`src/rtl/core_pkg.sv`:
```
// Shared definitions for the RV32I pipeline.
//   ctrl_t   : packed control word carried down the pipe.
//              Fields from MSB to LSB: regwrite, memread, memwrite,
//              memtoreg, alusrc, branch, jump, aluop[3:0].
//   CTRL_W   : width of ctrl_t.
//   ALUOP_*  : ALU operation encodings carried in ctrl_t.aluop.
//   XLEN_DEF / RAW_DEF : default datapath and register-address widths.
package core_pkg;

  localparam int XLEN_DEF = 32;
  localparam int RAW_DEF  = 5;

  typedef struct packed {
    logic       regwrite;
    logic       memread;
    logic       memwrite;
    logic       memtoreg;
    logic       alusrc;
    logic       branch;
    logic       jump;
    logic [3:0] aluop;
  } ctrl_t;

  localparam int CTRL_W = $bits(ctrl_t);

  localparam logic [3:0] ALUOP_ADD  = 4'd0;
  localparam logic [3:0] ALUOP_SUB  = 4'd1;
  localparam logic [3:0] ALUOP_AND  = 4'd2;
  localparam logic [3:0] ALUOP_OR   = 4'd3;
  localparam logic [3:0] ALUOP_XOR  = 4'd4;
  localparam logic [3:0] ALUOP_SLL  = 4'd5;
  localparam logic [3:0] ALUOP_SRL  = 4'd6;
  localparam logic [3:0] ALUOP_SRA  = 4'd7;
  localparam logic [3:0] ALUOP_SLT  = 4'd8;
  localparam logic [3:0] ALUOP_SLTU = 4'd9;
  localparam logic [3:0] ALUOP_LUI  = 4'd10;
  localparam logic [3:0] ALUOP_PASS = 4'd11;

endpackage

```
`src/rtl/load_use_detect.sv`:
```
// Combinational load-use hazard detector.
// Flags a hazard when the instruction in EX is a valid load to a non-zero
// register that the instruction in ID actually reads.
//   ex_valid, ex_memread, ex_rd      : state of the instruction in EX
//   id_valid, id_rs1, id_rs2         : instruction in ID
//   id_uses_rs1, id_uses_rs2         : ID really reads rs1 / rs2
//   lu                               : load-use hazard present
module load_use_detect #(
  parameter int RAW = 5
) (
  input  logic           ex_valid,
  input  logic           ex_memread,
  input  logic [RAW-1:0] ex_rd,
  input  logic           id_valid,
  input  logic [RAW-1:0] id_rs1,
  input  logic [RAW-1:0] id_rs2,
  input  logic           id_uses_rs1,
  input  logic           id_uses_rs2,
  output logic           lu
);

  logic rd_nonzero;
  logic src_match;

  // x0 is hard-wired to zero, so a load into it can never feed anyone.
  assign rd_nonzero = (ex_rd != '0);
  assign src_match  = (id_uses_rs1 && (id_rs1 == ex_rd)) ||
                      (id_uses_rs2 && (id_rs2 == ex_rd));
  assign lu = ex_valid && ex_memread && rd_nonzero && id_valid && src_match;

endmodule

```
`src/rtl/id_ex_stage.sv`:
```
// ID/EX pipeline register with integrated load-use hazard detection.
// Captures decoded operands and control from ID and presents them to EX.
// Inserts a bubble on flush or load-use, freezes on a global stall, and
// counts load-use bubbles in a saturating counter.
//   clk, rst            : clock, asynchronous active-high reset
//   stall_i, flush_i    : global freeze / redirect kill
//   id_*                : decoded instruction from ID
//   ex_*                : registered instruction presented to EX
//   hazard_o            : load-use hold request to PC and IF/ID
//   lu_stall_cnt_o      : saturating load-use bubble count
module id_ex_stage
  import core_pkg::*;
#(
  parameter int XLEN  = 32,
  parameter int RAW   = 5,
  parameter int CNT_W = 16
) (
  input  logic              clk,
  input  logic              rst,
  input  logic              stall_i,
  input  logic              flush_i,
  input  logic              id_valid_i,
  input  logic [XLEN-1:0]   id_pc_i,
  input  logic [XLEN-1:0]   id_rs1_data_i,
  input  logic [XLEN-1:0]   id_rs2_data_i,
  input  logic [XLEN-1:0]   id_imm_i,
  input  logic [RAW-1:0]    id_rs1_i,
  input  logic [RAW-1:0]    id_rs2_i,
  input  logic [RAW-1:0]    id_rd_i,
  input  logic              id_uses_rs1_i,
  input  logic              id_uses_rs2_i,
  input  logic [CTRL_W-1:0] id_ctrl_i,
  output logic              ex_valid_o,
  output logic [XLEN-1:0]   ex_pc_o,
  output logic [XLEN-1:0]   ex_rs1_data_o,
  output logic [XLEN-1:0]   ex_rs2_data_o,
  output logic [XLEN-1:0]   ex_imm_o,
  output logic [RAW-1:0]    ex_rs1_o,
  output logic [RAW-1:0]    ex_rs2_o,
  output logic [RAW-1:0]    ex_rd_o,
  output logic [CTRL_W-1:0] ex_ctrl_o,
  output logic              hazard_o,
  output logic [CNT_W-1:0]  lu_stall_cnt_o
);

  localparam logic [CNT_W-1:0] CNT_MAX = '1;

  ctrl_t ex_ctrl;
  logic  lu;

  assign ex_ctrl = ctrl_t'(ex_ctrl_o);

  load_use_detect #(.RAW(RAW)) u_lud (
    .ex_valid    (ex_valid_o),
    .ex_memread  (ex_ctrl.memread),
    .ex_rd       (ex_rd_o),
    .id_valid    (id_valid_i),
    .id_rs1      (id_rs1_i),
    .id_rs2      (id_rs2_i),
    .id_uses_rs1 (id_uses_rs1_i),
    .id_uses_rs2 (id_uses_rs2_i),
    .lu          (lu)
  );

  // A flush kills the ID instruction anyway, so there is nothing to hold.
  assign hazard_o = lu && !flush_i;

  always_ff @(posedge clk or posedge rst) begin
    if (rst) begin
      ex_valid_o     <= 1'b0;
      ex_pc_o        <= '0;
      ex_rs1_data_o  <= '0;
      ex_rs2_data_o  <= '0;
      ex_imm_o       <= '0;
      ex_rs1_o       <= '0;
      ex_rs2_o       <= '0;
      ex_rd_o        <= '0;
      ex_ctrl_o      <= '0;
      lu_stall_cnt_o <= '0;
    end else if (!stall_i) begin
      if (flush_i || lu) begin
        // Bubble: rd=0 and regwrite=0 keep the forwarding unit from matching.
        ex_valid_o    <= 1'b0;
        ex_pc_o       <= '0;
        ex_rs1_data_o <= '0;
        ex_rs2_data_o <= '0;
        ex_imm_o      <= '0;
        ex_rs1_o      <= '0;
        ex_rs2_o      <= '0;
        ex_rd_o       <= '0;
        ex_ctrl_o     <= '0;
        if (!flush_i && lu_stall_cnt_o != CNT_MAX)
          lu_stall_cnt_o <= lu_stall_cnt_o + 1'b1;
      end else begin
        ex_valid_o    <= id_valid_i;
        ex_pc_o       <= id_pc_i;
        ex_rs1_data_o <= id_rs1_data_i;
        ex_rs2_data_o <= id_rs2_data_i;
        ex_imm_o      <= id_imm_i;
        ex_rs1_o      <= id_rs1_i;
        ex_rs2_o      <= id_rs2_i;
        ex_rd_o       <= id_rd_i;
        // An invalid slot must never write anything downstream.
        ex_ctrl_o     <= id_valid_i ? id_ctrl_i : '0;
      end
    end
  end

endmodule

```
`config.mk`:
```
export PLATFORM = sky130hd
export DESIGN_NAME = id_ex_stage
export DESIGN_NICKNAME = d
export VERILOG_FILES = /design/src/rtl/core_pkg.sv /design/src/rtl/load_use_detect.sv /design/src/rtl/id_ex_stage.sv
export SDC_FILE = /design/constraint.sdc
export NUM_CORES = 1
export LEC_CHECK = 0
export ABC_CLOCK_PERIOD_IN_PS = 7000
export CAP_MARGIN = 10
export CORE_MARGIN = 1
export CORE_UTILIZATION = 36
export DETAILED_ROUTE_END_ITERATION = 16
export PLACE_DENSITY = 0.86
export SLEW_MARGIN = 20
export SYNTH_ARGS = -nofsm -noshare
export SYNTH_HDL_FRONTEND = slang
export SYNTH_HIERARCHICAL = 1
export SYNTH_SLANG_ARGS = --single-unit
```
`constraint.sdc`:
```
create_clock -name clk -period 7 [get_ports clk]
set_input_delay 2.1 -clock clk [delete_from_list [all_inputs] [get_ports clk]]
set_output_delay 2.1 -clock clk [all_outputs]
set_load 0.05 [all_outputs]
```
==> results of run 1 <==
## flip-flops by register name (all words and copies together), names as in the netlist
name            flops
ex_rs2_data_o      32
ex_imm_o           32
ex_pc_o            32
ex_ctrl_o          11
ex_rd_o             5
ex_rs1_o            5
ex_valid_o          1
ex_rs1_data_o      32
ex_rs2_o            5
lu_stall_cnt_o     16
## cells in the mapped netlist, types with 4 or more instances
master / number / share of area (%)
nand3_1: 5 / 0.39
xor2_1: 22 / 3.0
nor4_1: 4 / 0.39
nand2_1: 6 / 0.35
dfrtp_1: 171 / 67
a22o_1: 154 / 21
nor2_1: 9 / 0.53
clkbuf_1: 22 / 1.3
buf_2: 8 / 0.63
## cell type report
cell class,count,share of cell area (%)
Inverter,2,0.119
Multi-Input combinational cell,228,18.6
Tap cell,225,2.68
Timing Repair Buffer,338,32.1
Sequential cell,171,40.7
Clock buffer,19,4.22
Clock inverter,13,1.49
## power by group through the flow
stage	registers (W)	logic, W	clock network [W]
finish	0.00110	0.000612	0.000962
detailed placement	0.00112	0.000615	0
global route	0.00111	0.000637	0.00103
CTS	0.00110	0.000617	0.000986
floorplan	0.00135	0.000105	0
global placement	0.00111	0.000608	0
## kinds of logic after synthesis
group	share of synthesized area, %
buffers and inverters	2.22
adders and majority gates	0.196
xor gates and xnor gates	3.44
muxes	0.236
and+or+nand+nor	4.77
DFF	67.2
AOI/OAI and AO/OA	21.9
## final timing paths
path,slack [ns],start,to
hold reg to reg,0.51,ex_rs2_data_o[17]$_DFFE_PP0N_,ex_rs2_data_o[17]$_DFFE_PP0N_
setup / recovery,0.49,id_rs1_i[3],hazard_o
max in group asynchronous,3.69,rst,ex_pc_o[29]$_DFFE_PP0N_
hold / removal,0.51,ex_rs2_data_o[17]$_DFFE_PP0N_,ex_rs2_data_o[17]$_DFFE_PP0N_
setup reg to reg,3.82,ex_rd_o[2]$_DFFE_PP0N_,lu_stall_cnt_o[14]$_DFFE_PP0P_
min in group asynchronous,2.28,rst,ex_rs2_data_o[7]$_DFFE_PP0N_
## routing by layer
| metal | track usage (%) | up-vias | wire length [um] |
|---|---|---|---|
| li1 | - | 2311 | - |
| met1 | 25.7 | 2564 | 7660 |
| met2 | 33.9 | 231 | 9300 |
| met5 | 0 | - | 0 |
| met3 | 7.55 | 14 | 1690 |
| met4 | 5.74 | 0 | 201 |
## cells in the final DEF, fill, tap and decap left out, types with 2 or more instances in the layout
cell type        synthesis  final
a22o_1                 154    154
buf_4                    0      7
bufinv_16                0      2
clkbuf_16                0     17
clkdlybuf4s50_1          0    330
clkinv_2                 0      2
clkinv_4                 0      2
dfrtp_1                171    171
inv_6                    0      5
inv_8                    0      3
nand2_1                  6      6
nand3_1                  5      5
nand4_1                  3      3
nand4_4                  2      2
nor2_1                   9      9
nor3_1                   3      3
nor4_1                   4      4
xnor2_1                  3      3
xor2_1                  22     22
## per-stage QoR
step	hold WS (ns)	instance area, um^2	worst slack, ns	cells
2_1_floorplan	0.795	6370	0.268	434
3_3_place_gp	0.482	9900	0.492	964
3_5_place_dp	0.496	9900	0.485	964
4_1_cts	0.512	10500	0.478	996
5_1_grt	0.519	10500	0.385	996
6_report	0.509	10500	0.491	996
==> results by group, run 1 <==
Clock network
  • Cts bufs inserted: 17
  • Hold buffer count at cts: 0
  • Worst-Skew Late Latency: 0.43 ns
  • Htree depth: 4
  • Bufs on Longest Clock Path: 2
  • Clock sink total: 171
  • Post-CTS setup buffer count: 0
  • Root Buffer: clkbuf_16
  • Post-cts sizing count: 0
  • TritonCTS clock tree: built
  • Clock Pin Slew Worst Setup and Hold Paths: 0.07 ns

Floorplanning
  • Die area: 18200 um^2
  • Site Rows: 48
  • IO Pins: 333
  • Chip width: 135 um
  • Die H: 135 um
  • Core area: 17300 um^2
  • Initial Utilization: 36.8%

Power and ir drop
  • Switching Fraction: 30.8%
  • Pwr Total: 0.00267 W
  • Internal: 0.00185 W
  • Seq pwr share: 41.1%
  • PwrDens: 254 nW/um^2
  • Comb pwr share: 22.9%
  • Clock share of power: 36.0%
  • Worst IR Drop VDD: 0.167 mV
  • Leak pwr: 4.72 nW
  • P_sw: 0.000823 W

Final layout
  • Syn-to-layout area delta: 64.9%
  • # fillers: 1326
  • Antenna cell count: 0
  • Share of cells above drive strength 1: 6.49%
  • Nets: 920
  • Multi-input logic area: 1950 um^2
  • Final core utilization: 60.7%
  • Flip-flop and latch area: 4280 um^2

Synth
  • EDFF count, synth: 0
  • Syn avg cell area: 14.7 um^2
  • Synth unique cells: 32
  • Mapped cell area: 6370 um^2
  • Register area share after synthesis: 67.2%
  • Post-Synthesis Cells: 434
  • Syn_nets: 596
  • Synth Register Bits: 171
  • Post-synth top flop: dfrtp_1
  • Ys async rst share: 100%
  • Warnings, synthesis: 6

STA
  • Worst slew pin tran: 0.927 ns
  • Setup violations, final: 0
  • Post-route clock period utilization: 93.0%
  • Final Skew: 0.00910 ns
  • Relative slew slack: 38.2%
  • RSZ-0062 raised after global routing: no
  • Final hold viol count: 0
  • Fmax: 0.154 GHz
  • Max-slew violations: 0
  • Minimum clock period: 6.51 ns
  • Total negative slack: 0 ns

Setup path
  • Crit path arrival time: 4.41 ns
  • Setup CP Type: in -> out
  • Crit path buf inv count: 2
  • CP Launch Type: primary input
  • CP top delay family: simple AND/OR/NAND/NOR gates
  • CP Cell Sequence: clkdlybuf4s50_1 -> xor2_1 -> nor4_1 -> nand3_1 -> a21oi_1 -> nor2b_1 -> buf_12
  • Crit path max-delay cell type: nor4_1
  • Crit. End Element: primary output
  • Worst path depth: 7
  • Critical Path RT: 4.90 ns
  • Worst Reg-to-Reg Cells: 8
  • CP peak stage delay: 0.51 ns
  • Crit path max fanout: 3

Route
  • Pre-antenna DRT Iters: 4
  • Post-route DRC: 0
  • Avg WL per Cell: 18.9 um
  • Vias: 5120
  • Via density: 5.14
  • Drt initial violations: 196
  • Post-route ant nets: 0
  • Routed wire length: 18800 um

Global routing
  • Vias in the first global route: 5129
  • Pin count of the biggest net entering global routing: 104
  • GRT overflow: 0
  • Initial antenna violation count: 0
  • Wire length of the first global-routing pass: 28400 um
  • Gr usage total: 20.7%

Flow run
  • MaxCap Viol Count: 0

Hold path
  • Hold crit path type: reg -> reg
  • Hold path depth: 1

Placed design
  • Dpl hpwl: 13400 um
  • Port Buffers: 332
  • GPL Wtd Cong: 0.760

Run status
  • Status: complete, no violations
(Power assumes the default switching activity.)
==> run 2: changes to the inputs <==
- SLEW_MARGIN: 20 -> not set
==> results of run 2 <==
Final layout, timing and power as in run 1 (identical DEF).
==> run 3: changes to the inputs <==
- GPL_TIMING_DRIVEN: not set -> 1
- TNS_END_PERCENT: not set -> 10
==> results of run 3 <==
Final layout, timing and power as in run 1 (identical DEF).
